File: src/rtl/instr_fetch.sv
// Fetch stage: owns PC and IR, runs one req/gnt + rvalid read per fetch strobe.
// PC writebacks arriving mid-fetch are held and applied when the fetch retires.
module instr_fetch #(
   parameter logic [31:0] RESET_PC    = 32'h0040_0000,
   parameter int          MEM_TIMEOUT = 16
) (
   input  logic        clk,
   input  logic        rst,
   input  logic        fetch_start,
   input  logic        pc_load,
   input  logic [31:0] pc_next,
   output logic        imem_req,
   output logic [31:0] imem_addr,
   input  logic        imem_gnt,
   input  logic        imem_rvalid,
   input  logic [31:0] imem_rdata,
   output logic [31:0] pc,
   output logic [31:0] pc_plus4,
   output logic [31:0] instr,
   output logic        fetch_busy,
   output logic        fetch_done,
   output logic        misaligned_err,
   output logic        timeout_err
);

   typedef enum logic [1:0] {IDLE, REQ, RESP} state_t;

   state_t      state;
   logic        pend_v;
   logic [31:0] pend_pc;
   logic [15:0] tmo_cnt;
   logic        ld_v;
   logic [31:0] ld_pc;
   logic        tmo_hit;

   assign imem_addr = pc;
   assign pc_plus4  = pc + 32'd4;

   // A load in the retiring cycle itself wins over an older pending one.
   always_comb begin
      ld_v    = pc_load | pend_v;
      ld_pc   = pc_load ? pc_next : pend_pc;
      tmo_hit = (MEM_TIMEOUT != 0) &&
                (tmo_cnt == 16'(MEM_TIMEOUT - 1));
   end

   always_ff @(posedge clk or negedge rst) begin
      if (!rst) begin
         state          <= IDLE;
         pc             <= RESET_PC;
         instr          <= 32'h0000_0013;
         imem_req       <= 1'b0;
         fetch_busy     <= 1'b0;
         fetch_done     <= 1'b0;
         misaligned_err <= 1'b0;
         timeout_err    <= 1'b0;
         pend_v         <= 1'b0;
         pend_pc        <= '0;
         tmo_cnt        <= '0;
      end else begin
         fetch_done <= 1'b0;
         unique case (state)
            IDLE: begin
               if (pc_load) begin
                  pc <= {pc_next[31:2], 2'b00};
                  if (|pc_next[1:0])
                     misaligned_err <= 1'b1;
               end
               if (fetch_start) begin
                  state      <= REQ;
                  imem_req   <= 1'b1;
                  fetch_busy <= 1'b1;
               end
            end
            REQ: begin
               if (pc_load) begin
                  pend_v  <= 1'b1;
                  pend_pc <= pc_next;
               end
               if (imem_gnt) begin
                  state    <= RESP;
                  imem_req <= 1'b0;
                  tmo_cnt  <= '0;
               end
            end
            RESP: begin
               if (imem_rvalid || tmo_hit) begin
                  state      <= IDLE;
                  fetch_busy <= 1'b0;
                  pend_v     <= 1'b0;
                  if (imem_rvalid) begin
                     instr      <= imem_rdata;
                     fetch_done <= 1'b1;
                  end else begin
                     timeout_err <= 1'b1;
                  end
                  if (ld_v) begin
                     pc <= {ld_pc[31:2], 2'b00};
                     if (|ld_pc[1:0])
                        misaligned_err <= 1'b1;
                  end
               end else begin
                  tmo_cnt <= tmo_cnt + 16'd1;
                  if (pc_load) begin
                     pend_v  <= 1'b1;
                     pend_pc <= pc_next;
                  end
               end
            end
            default: begin
               state      <= IDLE;
               imem_req   <= 1'b0;
               fetch_busy <= 1'b0;
            end
         endcase
      end
   end

endmodule

File: config.mk
export PLATFORM = sky130hd
export DESIGN_NAME = instr_fetch
export DESIGN_NICKNAME = d
export VERILOG_FILES = /design/src/rtl/instr_fetch.sv
export SDC_FILE = /design/constraint.sdc
export NUM_CORES = 1
export LEC_CHECK = 0
export ABC_AREA = 1
export CORE_MARGIN = 1.5
export CORE_UTILIZATION = 40
export CTS_CLUSTER_DIAMETER = 100
export DETAILED_ROUTE_END_ITERATION = 8
export PLACE_DENSITY = 0.74
export SYNTH_ARGS = -nofsm -noshare
export SYNTH_HDL_FRONTEND = slang
export SYNTH_SLANG_ARGS = --single-unit
File: constraint.sdc
create_clock -name clk -period 2.4 [get_ports clk]
set_input_delay 0.24 -clock clk [delete_from_list [all_inputs] [get_ports clk]]
set_output_delay 0.24 -clock clk [all_outputs]
set_load 0.005 [all_outputs]
==> results of run 1 <==
[cells in the final DEF, fill, tap and decap left out, drive strengths merged, types with 12 or more instances in the layout]
cell           count
nand3             22
inv               94
xor2              27
o21ai             99
clkdlybuf4s50    170
dlygate4sd2       12
dlymetal6s2s      12
dfrtp            114
nor2              63
clkbuf            18
nand2            418
nor3              17
buf               54
nand4             13
[power by group]
| part | switching [mW] | total [mW] | leakage [nW] | internal [mW] |
|---|---|---|---|---|
| combinational | 2.95 | 5.85 | 3.08 | 2.90 |
| sequential | 0.575 | 3.42 | 1.47 | 2.84 |
| clock | 0.945 | 2.48 | 0.277 | 1.53 |
[registers in the layout, summed over array words and instances, names as in the netlist]
signal,count
fetch_busy,1
imem_req,1
timeout_err,1
pend_pc,32
misaligned_err,1
instr,32
state,2
fetch_done,1
pend_v,1
tmo_cnt,16
imem_addr,30
[metrics by stage]
| stage | util (%) | std cells | setup slack [ps] |
|---|---|---|---|
| global placement | 53.0 | 1330 | 154 |
| detailed placement | 53.0 | 1330 | 156 |
| finish | 59.6 | 1396 | -22.1 |
| global route | 59.6 | 1396 | -203 |
| floorplan | - | 967 | 627 |
| CTS | 58.2 | 1381 | -124 |
[per-layer routing]
layer | share of wire [%] | global-route usage, % | up-vias
li1 | - | - | 3345
met1 | 41 | 26.6 | 3147
met2 | 49 | 37.4 | 302
met3 | 7.4 | 6.39 | 42
met4 | 2.9 | 10.3 | 0
met5 | 0 | 0 | -
[worst paths after layout]
path,slack (ps),end
min in group asynchronous,360,imem_req$_DFFE_PN0P_
max reg2reg,310,imem_addr[2]$_DFFE_PN0P_
min,260,pend_v$_DFFE_PN0P_
max,-20,pc_plus4[28]
max in group asynchronous,1380,imem_addr[20]$_DFFE_PN0P_
min reg2reg,460,misaligned_err$_DFFE_PN0P_
[cells by family (layout without fill, tap and decap cells)]
| group | Yosys count | in the layout | share of synthesized area [%] |
|---|---|---|---|
| adders and majority gates | 6 | 6 | 1.10 |
| buffers and inverters | 164 | 373 | 11.8 |
| other | 1 | 6 | 0.0549 |
| DFF | 118 | 118 | 43.3 |
| and+or+nand+nor | 535 | 535 | 31.4 |
| AOI/OAI and AO/OA | 111 | 111 | 8.91 |
| xor gates and xnor gates | 27 | 27 | 3.46 |
[layout make-up]
type,count,area [um^2],share of cell area (%)
multi-input cells,685,3310,33.4
flip-flops and latches,118,2980,30.0
inverters,92,348,3.50
repair buffers,249,2430,24.5
clock inverters,14,154,1.55
well taps,220,275,2.77
clock buffers,18,429,4.32
[worst max-delay path, cell delays in order, from the launching register on]
cell and delay, ps:
dfrtp_1 350, ha_2 210, nand3_4 110, inv_4 100, nand3_4 70, nor2_4 130, buf_4 150, nand3_1 70
nand2_1 80, clkdlybuf4s50_1 500
[timing repair]
item | 4_1_cts | 5_1_grt
buffers inserted | 18 | 16
gates cloned | 0 | 0
hold buffers | 1 | 0
endpoints found under the hold margin | 38 | 0
setup endpoints to repair | 25 | 17
pin swaps | 11 | 20
resized for setup | 56 | 42
==> metrics.md, run 1 <==
| Metric | Value |
|---|---|
| Final Max Slew Viols | `0` |
| Clock Latency Late Sink | `420 ps` |
| Peak VDD IR | `0.000675 V` |
| Clk sinks | `118` |
| # rows | `47` |
| Synth cell count leaders | `nand2_1 (414), dfrtp_1 (114), inv_1 (91)` |
| CP Launch Type | `register` |
| Initial drt markers | `406` |
| Post-synth ARST share | `100%` |
| # Max-Cap Violations | `0` |
| PD cells | `1180 nW/um^2` |
| Slew of the pin with the lowest slew margin | `604 ps` |
| DR WL/cell | `14.5 um` |
| Inserted Diodes | `0` |
| Hold path cells | `3` |
| Routability Congestion | `0.980` |
| Fin nets | `1239` |
| Via/cell ratio | `4.90` |
| Non-Filler Cell Area, Final | `9930 um^2` |
| H-tree level count | `4` |
| Routed Antenna Nets | `0` |
| Top cell type's share of synthesized area | `41.8%` |
| Max_slew headroom | `59.8%` |
| Synth Area per Inst | `7.10 um^2` |
| Synth top area cells | `dfrtp_1 (42%), nand2_1 (23%), inv_1 (5.0%)` |
| Pre-antenna DRT Iters | `5` |
| Post-route setup TNS | `-22.1 ps` |
| Total power | `11.8 mW` |
| Initial antenna violation count | `0` |
| Num ports | `203` |
| Yosys top cell by area | `dfrtp_1` |
| First-pass GRT wire length | `31700 um` |
| Failing checks | `negative setup slack` |
| # DRC | `0` |
| Worst setup margin | `-22.1 ps` |
| Root buffer cell | `clkbuf_16` |
| Worst Reg-to-Reg Cells | `8` |
| Layout cell share with drive strength beyond 1 | `13.8%` |
| Worst-path clk slew | `60 ps` |
| Area grow syn2layout | `45.4%` |
| CTS tree | `yes` |
| Setup CP Type | `register to primary output` |
| CORE AREA | `16600 um^2` |
| #FFs+latches synth | `118` |
| Vert. Die Dim | `134 um` |
| Final Setup Violations | `1` |
| Mapped Cells | `962` |
| Die area | `17900 um^2` |
| CP Capture Type | `primary output` |
| Via count | `6836` |
| Netlist cell types | `35` |
| Worst EP required | `2160 ps` |
| Initial Util | `41.0%` |
| Global Route Usage Sum | `22.4%` |
| FMAX | `413 MHz` |
| CTS Buffer Depth | `2` |
| Total CTS buffers | `17` |
| Status | `complete, but fails checks` |
| Pin count of the biggest net entering global routing | `61` |
| CP Data Arrival Time | `2180 ps` |
| Post-Syn Area | `6830 um^2` |
| Port bufs | `196` |
| Clock skew | `9.42 ps` |
| Grt ovf | `0` |
| Post-DP Area | `8820 um^2` |
| Number of synthesized flops with an enable pin | `0` |
| HP Class | `primary input to register` |
| Final hold vios | `0` |
| Die W | `134 um` |
| Top FF cell, synth | `dfrtp_1` |
| RSZ-0062 raised after global routing | `true` |
| HPWL after DPL | `13700 um` |
| Tcrit/Tclk final | `101%` |
| Worst R2R Start | `state[0]$_DFFE_PN0P_` |
| Top-count cell post-synth | `nand2_1` |
| Final Critical Period | `2420 ps` |
| Max FO, Critical Path | `3` |
| FILL cells | `1432` |
| Hold wc startpoint | `pc_load` |
| Sequential area share after synthesis | `43.3%` |
| Total wire length | `20200 um` |
| P_leak | `4.83 nW` |
| CP startpoint | `imem_addr[2]$_DFFE_PN0P_` |
| Yosys warning count | `0` |
| Vias in the first global route | `6545` |
| Worst hold margin | `257 ps` |
(Power assumes the default switching activity.)
==> run 2, diff against run 1 <==
--- a/config.mk
+++ b/config.mk
@@ -6,6 +6,8 @@
 export NUM_CORES = 1
 export LEC_CHECK = 0
 export ABC_AREA = 1
+export CAP_MARGIN = 10
+export CORE_ASPECT_RATIO = 2
 export CORE_MARGIN = 1.5
 export CORE_UTILIZATION = 40
 export CTS_CLUSTER_DIAMETER = 100
==> metrics.md, run 2 (synthesized netlist as in run 1, its figures left out) <==
| Metric | Value |
|---|---|
| Initial drt markers | `334` |
| DR WL/cell | `14.9 um` |
| CP Launch Type | `register` |
| Layout cell share with drive strength beyond 1 | `14.8%` |
| CP Data Arrival Time | `2080 ps` |
| Root buffer cell | `clkbuf_16` |
| Non-Filler Cell Area, Final | `10000 um^2` |
| Final Setup Violations | `0` |
| Worst R2R Start | `state[0]$_DFFE_PN0P_` |
| CP Cell Sequence | `buf_4 -> ha_4 -> nand3_2 -> buf_4 -> xor2_1 -> clkdlybuf4s50_1` |
| # Max-Cap Violations | `0` |
| Cell mode on critical path | `buf_4` |
| Clock Latency Late Sink | `410 ps` |
| Most frequent cells in the layout | `nand2_1 (402), clkdlybuf4s50_1 (172), dfrtp_1 (107)` |
| Post-route setup TNS | `0 ps` |
| Worst-path clk slew | `60 ps` |
| Clock skew | `5.11 ps` |
| CP Capture Type | `primary output` |
| Met1 Use GR | `24.4%` |
| Total CTS buffers | `17` |
| Num ports | `203` |
| Total wire length | `20900 um` |
| Worst Path Buf+Inv | `3` |
| Vias in the first global route | `6461` |
| Die area | `17900 um^2` |
| Status | `finished, final reports clean` |
| Final Max Slew Viols | `0` |
| Die W | `95.4 um` |
| Met3 GRT Util | `4.10%` |
| Worst hold margin | `284 ps` |
| Initial Util | `40.7%` |
| Setup CP Type | `register to primary output` |
| First-pass GRT wire length | `32800 um` |
| Peak VDD IR | `0.000602 V` |
| Post-DP Area | `8920 um^2` |
| Worst Reg-to-Reg Cells | `8` |
| Final hold vios | `0` |
| Critical Path Max Stage Delay | `550 ps` |
| Routability Congestion | `0.941` |
| CP startpoint | `imem_addr[3]$_DFFE_PN0P_` |
| Initial antenna violation count | `0` |
| Top Usage Layer GRT | `met2` |
| Max FO, Critical Path | `2` |
| Worst EP required | `2160 ps` |
| Area grow syn2layout | `46.5%` |
| CP top delay family | `buffers and inverters` |
| Global Route Usage Sum | `24.2%` |
| Met2 usage | `43.6%` |
| Routed Antenna Nets | `0` |
| CORE AREA | `16800 um^2` |
| Layout Cells excl Fill | `1401` |
| # DRC | `0` |
| FMAX | `431 MHz` |
| Max_slew headroom | `57.9%` |
| Slew of the pin with the lowest slew margin | `631 ps` |
| Fin nets | `1257` |
| CP Depth | `6` |
| Tcrit/Tclk final | `96.6%` |
| Leading cell type in the layout, fill and taps excluded | `nand2_1` |
| CTS Buffer Depth | `2` |
| CTS tree | `yes` |
| Via/cell ratio | `4.86` |
| CP max-delay cell | `clkdlybuf4s50_1` |
| # rows | `67` |
| Pre-antenna DRT Iters | `5` |
| HP Class | `primary input to asynchronous set/reset pin` |
| H-tree level count | `4` |
| Vert. Die Dim | `188 um` |
| Via count | `6807` |
| # placed instances | `1332` |
| Grt ovf | `0` |
| Port bufs | `196` |
| Clk sinks | `118` |
| Inserted Diodes | `0` |
| PD cells | `1180 nW/um^2` |
| Pin count of the biggest net entering global routing | `71` |
| Final Critical Period | `2320 ps` |
| P_leak | `4.87 nW` |
| Total power | `11.9 mW` |
| HPWL after DPL | `15300 um` |
-- run 2: layout make-up --
type	count	area, um^2
timing repair buffer	267	2550
sequential	118	2970
clock inverter	13	131
multi-input combinational	685	3300
clock buffer	19	453
tap	207	259
inverter	92	345
fill	1515	6760
-- run 2: routing by layer --
layer | vias up | share of wire (%)
met5 | - | 0
met4 | 0 | 7.2
li1 | 3373 | -
met3 | 70 | 3.9
met1 | 3123 | 34
met2 | 241 | 55
-- run 2: power by group --
part           total, mW  switching (mW)  internal, mW
Combinational       6.03            3.00          3.03
Sequential          3.32           0.485          2.83
Clock               2.50           0.932          1.57
-- run 2: stage by stage --
step	util, %	setup WS [ps]
after global placement	53.2	36.6
after floorplan	-	627
after CTS	58.6	-62.3
final	59.7	80.6
after global routing	59.7	-16.5
after detailed placement	53.2	15.3
-- run 2: final timing paths --
kind	to	slack (ps)
setup reg to reg	imem_addr[4]$_DFFE_PN0P_	360
hold reg to reg	misaligned_err$_DFFE_PN0P_	460
hold / removal	tmo_cnt[8]$_DFFE_PN0P_	280
max in group asynchronous	imem_addr[22]$_DFFE_PN1P_	1380
min in group clk	instr[1]$_DFFE_PN1P_	330
setup / recovery	pc_plus4[6]	80
-- run 2: what timing repair did --
item | CTS | global route
setup buffers | 25 | 11
gates resized for setup | 60 | 31
pin swaps | 9 | 7
hold buffers | 1 | 0
endpoints found under the hold margin | 23 | 0
setup endpoints to repair | 23 | 13
==> run 3, diff against run 2 <==
--- a/config.mk
+++ b/config.mk
@@ -8,7 +8,6 @@
 export ABC_AREA = 1
 export CAP_MARGIN = 10
 export CORE_ASPECT_RATIO = 2
-export CORE_MARGIN = 1.5
 export CORE_UTILIZATION = 40
 export CTS_CLUSTER_DIAMETER = 100
 export DETAILED_ROUTE_END_ITERATION = 8
==> metrics.md, run 3 (synthesized netlist as in run 1, its figures left out) <==
| Metric | Value |
|---|---|
| Status | `finished, final reports clean` |
| PD cells | `1200 nW/um^2` |
| Clock skew | `4.71 ps` |
| CTS tree | `yes` |
| Max FO, Critical Path | `2` |
| RSZ-0062 raised after global routing | `true` |
| Worst EP required | `2160 ps` |
| Peak VDD IR | `0.000675 V` |
| HPWL after DPL | `15100 um` |
| Max_slew headroom | `60.4%` |
| Worst hold margin | `359 ps` |
| Final hold vios | `0` |
| CP Data Arrival Time | `2130 ps` |
| Multi-input gate area | `3360 um^2` |
| # placed instances | `1330` |
| FMAX | `422 MHz` |
| Global Route Usage Sum | `24.7%` |
| Pre-CTS WS | `92.4 ps` |
| Total power | `12.2 mW` |
| Tcrit/Tclk final | `98.7%` |
| Routability Congestion | `0.946` |
| Num ports | `203` |
| Inserted Diodes | `0` |
| Grt ovf | `0` |
| First-pass GRT wire length | `32900 um` |
| Final Critical Period | `2370 ps` |
| FF/Latch Area | `2970 um^2` |
| # rows | `67` |
| Clock Latency Late Sink | `410 ps` |
| Total CTS buffers | `17` |
| Final Max Slew Viols | `0` |
| FILL cells | `1465` |
| Initial drt markers | `359` |
| Die area | `17600 um^2` |
| Worst setup margin | `31.7 ps` |
| Area grow syn2layout | `48.4%` |
| Leading cell type in the layout, fill and taps excluded | `nand2_1` |
| Total wire length | `20800 um` |
| CP Launch Type | `register` |
| Fin nets | `1252` |
| Worst-path clk slew | `50 ps` |
| Clk sinks | `118` |
| Port bufs | `196` |
| Pin count of the biggest net entering global routing | `69` |
| DR WL/cell | `14.9 um` |
| Initial Util | `40.7%` |
| Layout Cells excl Fill | `1394` |
| Initial antenna violation count | `0` |
| P_leak | `4.92 nW` |
| # DRC | `0` |
| Vert. Die Dim | `187 um` |
| Non-Filler Cell Area, Final | `10100 um^2` |
| CP Capture Type | `primary output` |
| Via count | `6796` |
| H-tree level count | `4` |
| Final Setup Violations | `0` |
| Post-DP Area | `8910 um^2` |
| HP Class | `primary input to asynchronous set/reset pin` |
| Root buffer cell | `clkbuf_16` |
| Die W | `94.4 um` |
| CORE AREA | `16800 um^2` |
| CTS Buffer Depth | `2` |
| Pre-antenna DRT Iters | `5` |
| Vias in the first global route | `6614` |
| Routed Antenna Nets | `0` |
| Slew of the pin with the lowest slew margin | `594 ps` |
| Post-route setup TNS | `0 ps` |
| Via/cell ratio | `4.88` |
| Post-route core utilization | `60.4%` |
| Most frequent cells in the layout | `nand2_1 (397), clkdlybuf4s50_1 (173), dfrtp_1 (106)` |
| # Max-Cap Violations | `0` |
| Setup CP Type | `register to primary output` |
| Layout cell share with drive strength beyond 1 | `14.9%` |
==> run 3: path summary, 6_finish.rpt <==
check / end / startpoint / depth (start not counted) / slack (ps)
worst max-delay path: pc_plus4[6] / imem_addr[3]$_DFFE_PN0P_ / 6 / 30
worst min-delay path: tmo_cnt[15]$_DFFE_PN0P_ / rst / 3 / 360
worst max register to register: pend_pc[13]$_DFFE_PN0P_ / state[0]$_DFFE_PN0P_ / 9 / 330
worst min register to register: instr[1]$_DFFE_PN1P_ / instr[1]$_DFFE_PN1P_ / 2 / 470
max in group asynchronous: imem_addr[22]$_DFFE_PN1P_ / rst / 3 / 1650
min in group clk: instr[16]$_DFFE_PN0P_ / imem_rdata[16] / 3 / 360
==> run 3: layout make-up <==
type / count / area share [%]
sequential: 118 / 29.3
timing repair buffer: 262 / 25.2
multi-input combinational: 685 / 33.1
clock inverter: 8 / 1.69
tap: 207 / 2.56
clock buffer: 22 / 4.68
inverter: 92 / 3.45
==> run 3: worst max-delay path, cell delays in order, from the launching register on <==
cell and delay, ps:
dfrtp_1 370, buf_4 140, ha_2 190, nand3_2 90, buf_4 120, xor2_1 240, clkdlybuf4s50_1 560
==> run 3: timing repair <==
item                                   4_1_cts  5_1_grt
hold buffers                                 1        0
setup endpoints to repair                   23       16
buffers inserted                            17       16
endpoints found under the hold margin      114        0
resized for setup                           55       53
pin swaps                                    8        8
gates cloned                                 0        0
==> run 3: power by group <==
group	total [mW]	internal, mW	switching (mW)
Sequential	3.33	2.83	0.496
Combinational	6.04	3.04	3.00
Clock	2.79	1.91	0.879
Total	12.2	7.78	4.38
==> run 3: per-layer routing <==
layer / routed length [um] / GRT usage [%] / vias up
li1: - / - / 3362
met1: 7040 / 23.9 / 3139
met2: 11400 / 43.4 / 224
met3: 734 / 4.56 / 71
met4: 1630 / 20.9 / 0
met5: 0 / 0 / -
